### src/rtl/ram8_reader_pkg.sv
// Shared types and constants for the RAM8 sequential reader.
package ram8_reader_pkg;
  localparam int         DEPTH     = 8;
  localparam int         ADDR_W    = $clog2(DEPTH);
  localparam logic [3:0] COUNT_MAX = 4'd8;

  typedef enum logic [1:0] {
    IDLE  = 2'd0,
    FETCH = 2'd1,
    HOLD  = 2'd2,
    DONE  = 2'd3
  } state_t;

  function automatic logic [3:0] sat_count(input logic [3:0] c);
    return (c > COUNT_MAX) ? COUNT_MAX : c;
  endfunction
endpackage

### src/rtl/ram8_reader_register16.sv
// 16-bit load-enabled register with synchronous active-high reset.
module ram8_reader_register16 (
  input  logic        clk,
  input  logic        reset,
  input  logic        load,
  input  logic [15:0] in,
  output logic [15:0] out
);
  always_ff @(posedge clk) begin
    if (reset)     out <= '0;
    else if (load) out <= in;
  end
endmodule

### src/rtl/ram8_reader.sv
// Sequential wrap-around read master for one RAM8 bank, valid/ready stream out.
// Optional running checksum on the stream enabled by defining RAM8_READER_SUM_EN.
module ram8_reader
  import ram8_reader_pkg::*;
(
  input  logic              clk,
  input  logic              reset,
  input  logic              start,
  input  logic [ADDR_W-1:0] base,
  input  logic [3:0]        count,
  output logic              busy,
  output logic              done,
  output logic [ADDR_W-1:0] ram_address,
  output logic              ram_write,
  output logic [15:0]       ram_in,
  input  logic [15:0]       ram_out,
  output logic [15:0]       data,
  output logic              valid,
  input  logic              ready,
  output logic              last,
  output logic [15:0]       sum
);
  state_t            state, state_n;
  logic [ADDR_W-1:0] ptr;
  logic [3:0]        rem;
  logic              fetch;
  logic              accept;

  assign accept      = (state == IDLE) && start;
  assign ram_address = ptr;
  assign ram_write   = 1'b0;
  assign ram_in      = '0;
  assign busy        = (state != IDLE);
  assign done        = (state == DONE);

  always_comb begin
    state_n = state;
    fetch   = 1'b0;
    case (state)
      IDLE:  if (start) state_n = (sat_count(count) == 4'd0) ? DONE : FETCH;
      FETCH: begin
        fetch   = 1'b1;
        state_n = HOLD;
      end
      HOLD:  if (ready) begin
        if (!last) fetch   = 1'b1;
        else       state_n = DONE;
      end
      DONE:  state_n = IDLE;
      default: state_n = IDLE;
    endcase
  end

  always_ff @(posedge clk) begin
    if (reset) begin
      state <= IDLE;
      ptr   <= '0;
      rem   <= '0;
      last  <= 1'b0;
      valid <= 1'b0;
    end else begin
      state <= state_n;
      if (accept) begin
        ptr <= base;
        rem <= sat_count(count);
      end
      if (fetch) begin
        ptr   <= ptr + 1'b1;
        rem   <= rem - 1'b1;
        last  <= (rem == 4'd1);
        valid <= 1'b1;
      end else if (state == HOLD && ready && last) begin
        valid <= 1'b0;
      end
    end
  end

  // Word is captured at fetch so later RAM writes cannot disturb a stalled word.
  ram8_reader_register16 u_data (
    .clk   (clk),
    .reset (reset),
    .load  (fetch),
    .in    (ram_out),
    .out   (data)
  );

`ifdef RAM8_READER_SUM_EN
  logic [15:0] acc;
  always_ff @(posedge clk) begin
    if (reset)              acc <= '0;
    else if (accept)        acc <= '0;
    else if (valid && ready) acc <= acc + data;
  end
  assign sum = acc;
`else
  assign sum = 16'h0000;
`endif
endmodule
### config.mk
export PLATFORM = sky130hd
export DESIGN_NAME = ram8_reader
export DESIGN_NICKNAME = d
export VERILOG_FILES = /design/src/rtl/ram8_reader_pkg.sv /design/src/rtl/ram8_reader_register16.sv /design/src/rtl/ram8_reader.sv
export SDC_FILE = /design/constraint.sdc
export NUM_CORES = 1
export LEC_CHECK = 0
export ABC_CLOCK_PERIOD_IN_PS = 2000
export CAP_MARGIN = 20
export CORE_AREA = 2 2 69 71
export CTS_BUF_LIST = sky130_fd_sc_hd__clkbuf_8
export DETAILED_ROUTE_END_ITERATION = 7
export DIE_AREA = 0 0 71 73
export PLACE_DENSITY = 0.78
export SYNTH_ARGS = -nofsm -noshare
export SYNTH_HDL_FRONTEND = slang
export SYNTH_SLANG_ARGS = --single-unit
### constraint.sdc
create_clock -name clk -period 2 [get_ports clk]
set_input_delay 0.4 -clock clk [delete_from_list [all_inputs] [get_ports clk]]
set_output_delay 0.4 -clock clk [all_outputs]
set_load 0.005 [all_outputs]
==> flow_metrics.py <==
metrics = {
    "clocking": {
        "cts_inserted_buffers": 3,
        "post_cts_buffers": 0,
        "clk_path_buf_depth": 2,
        "cts_root_buf": "clkbuf_8",
        "cts_max_level": 1,
        "cts.sinks": 27,
        "holdBufCountCts": 0,
        "insertion_delay_ns": 0.27,
        "path_clk_slew_ns": 0.09,
        "cts_tree": "done",
    },
    "pwr": {
        "seqPwrFrac_pct": 36.4,
        "p_sw_share_pct": 37.8,
        "p_int_mw": 1.41,
        "leakage_nw": 0.791,
        "combPwrFrac_pct": 50.5,
        "ir_drop_v": 0.000472,
        "p_switching_uw": 858,
        "powerDensity_nw_per_um2": 1150,
        "clockPowerShare_pct": 13.0,
    },
    "floorplan": {
        "rows": 25,
        "die_x_um": 71,
        "die_h_um": 73,
        "start_util_pct": 33.0,
        "boundaryPins": 83,
        "dieArea_sq_um": 5180,
        "core_area_sq_um": 4540,
    },
    "sta": {
        "fin_skew_ns": 0.00290,
        "fmax_mhz": 521,
        "tns_ns": 0,
        "setup_viol": 0,
        "post-route-period-util_pct": 96.0,
        "fin_crit_ns": 1.92,
        "drv_slew": 0,
        "rsz0062_at_grt": "false",
        "hold_violations": 0,
    },
    "route": {
        "ant_nets": 0,
        "viasPerCell": 4.50,
        "drtIter0Drc": 71,
        "dr.pass1.iters": 4,
        "wire_per_inst_um": 11.1,
        "vias": 1300,
        "post-route-drc-count": 0,
        "wl_um": 3200,
    },
    "yosys": {
        "synth_area_sq_um": 1500,
        "synth_edf_count": 0,
        "synthArstFlopShare_pct": 0,
        "synth_cells": 185,
        "ys_warn_count": 0,
        "yosysSeqAreaShare_pct": 36.1,
        "ys.flop_type": "dfxtp_1",
        "syn_area_per_cell_sq_um": 8.10,
        "yosys.cell_types.count": 33,
        "synth.ff_latch_count": 27,
    },
    "worst_setup_path": {
        "crit_type": "flop to output pin",
        "worstPathMaxFanout": 7,
        "critPathCaptureType": "output pin",
        "required_ns": 1.60,
        "worst_setup_path_start_kind": "flop",
        "arrival_ns": 1.52,
        "r2r_cells": 7,
    },
    "global_routing": {
        "grt.total_usage_pct": 12.4,
        "grt_pass1_wl_um": 5200,
        "antenna_found_initial": 0,
        "use_met2_pct": 22.6,
        "grt_util_met1_pct": 14.6,
        "grt-ovfl-total": 0,
        "grt-busiest-layer": "met2",
        "grt_max_degree": 25,
        "grt_pass1_vias": 1197,
        "use_met3_pct": 4.70,
    },
    "finish": {
        "register_area_sq_um": 542,
        "multi_input_area_sq_um": 764,
        "diodes": 0,
        "syn_to_final_growth_pct": 32.2,
        "layout-drive-gt1-share_pct": 5.96,
        "fin_cells": 289,
        "nets": 271,
        "fillers": 455,
    },
    "min_path": {
        "hold_class": "flop to flop",
        "min_path_cells": 2,
    },
    "placement": {
        "dp_cells": 285,
        "gp_congestion": 0.837,
        "numPortBuffers": 49,
        "dp_hpwl_um": 2490,
    },
    "job": {
        "maxCapViolations": 0,
    },
    "status": {
        "status": "finished, final reports clean",
    },
}
[registers in the layout, summed over array words and instances, names as in the netlist]
name         cells
last             1
valid            1
rem              4
u_data.out      16
ram_address      3
state            2
[layer usage]
layer / routed length, um / vias up / part of all wire [%]
li1: - / 657 / -
met1: 1280 / 577 / 40
met2: 1610 / 66 / 50
met3: 301 / 0 / 9.4
met4: 0 / 0 / 0
met5: 0 / - / 0
[synth_stat cells (2+ instances only)]
master,count,share of area (%)
nor3_1,2,0.67
ha_1,8,6.7
dfxtp_1,27,36
inv_1,7,1.8
a211oi_1,3,1.5
or4b_1,2,1.3
nand3_1,7,2.3
a31oi_1,6,2.5
buf_4,33,17
nor4_1,2,0.84
nand2_1,39,9.8
buf_2,3,1.0
clkbuf_1,3,0.75
and4_1,2,1.2
nor2_1,4,1.0
a21oi_1,20,6.7
[stage by stage]
stage / area, sq um / worst slack, ns / hold WS [ns] / util [%] / total power, mW
global placement: 1930 / 0.140 / 0.443 / 42.6 / 1.96
global route: 1980 / 0.000235 / 0.494 / 43.7 / 2.48
CTS: 1980 / 0.0365 / 0.463 / 43.6 / 2.30
detailed placement: 1930 / 0.100 / 0.449 / 42.6 / 1.99
floorplan: 1620 / 0.243 / 0.453 / - / 1.57
finish: 1980 / 0.0798 / 0.460 / 43.7 / 2.27
[critical path, cell delays in order, from the launching register on]
cell	delay, ns
dfxtp_1	0.38
inv_1	0.10
ha_2	0.23
inv_1	0.06
clkdlybuf4s50_1	0.49
[final cells by class]
cell class / count / area share, %
Clock buffer: 3 / 2.08
Clock inverter: 1 / 0.190
Inverter: 7 / 1.33
Multi-Input combinational cell: 142 / 38.6
Sequential cell: 27 / 27.4
Tap cell: 54 / 3.41
Timing Repair Buffer: 55 / 27.0
[power groups by stage]
stage | Clock [mW] | Combinational, mW | Sequential (mW)
detailed placement | 0 | 1.15 | 0.840
global placement | 0 | 1.12 | 0.837
CTS | 0.313 | 1.16 | 0.828
floorplan | 0 | 0.742 | 0.823
finish | 0.296 | 1.15 | 0.828
global route | 0.341 | 1.29 | 0.854
[cells in the final DEF, fill, tap and decap left out, types with 2 or more instances in the layout]
cell / instances
and4_1: 2
nand2_1: 39
dfxtp_1: 26
or4b_1: 2
nor4_1: 2
inv_1: 8
a211oi_1: 3
ha_1: 7
conb_1: 33
nor3_1: 2
clkdlybuf4s50_1: 49
nor2_1: 4
clkbuf_8: 3
a31oi_1: 6
buf_4: 6
nand3_1: 7
a21oi_1: 20
[final timing paths]
kind	from	to	slack, ns
max reg2reg	state[1]$_SDFFE_PP0P_	rem[3]$_SDFFE_PP0P_	0.19
max	state[1]$_SDFFE_PP0P_	busy	0.08
min	u_data.out[11]$_SDFFE_PP0P_	u_data.out[11]$_SDFFE_PP0P_	0.46
min reg2reg	u_data.out[11]$_SDFFE_PP0P_	u_data.out[11]$_SDFFE_PP0P_	0.46
[cells by family (layout without fill, tap and decap cells)]
kind of cell	Yosys count	in the layout	synth area share, %
AOI/OAI and AO/OA	34	34	13.4
other	1	33	0.250
DFF	27	27	36.1
and+or+nand+nor	66	66	21.9
buffers and inverters	48	66	21.1
adders and majority gates	8	8	6.68
muxes	1	1	0.668
[repair_timing]
| action | CTS | global route |
|---|---|---|
| endpoints found under the setup margin | 1 | 1 |
| resized for setup | 1 | 1 |
| gates cloned | 0 | 0 |
| pin swaps | 0 | 0 |
Power figures use the tool's default switching activity.
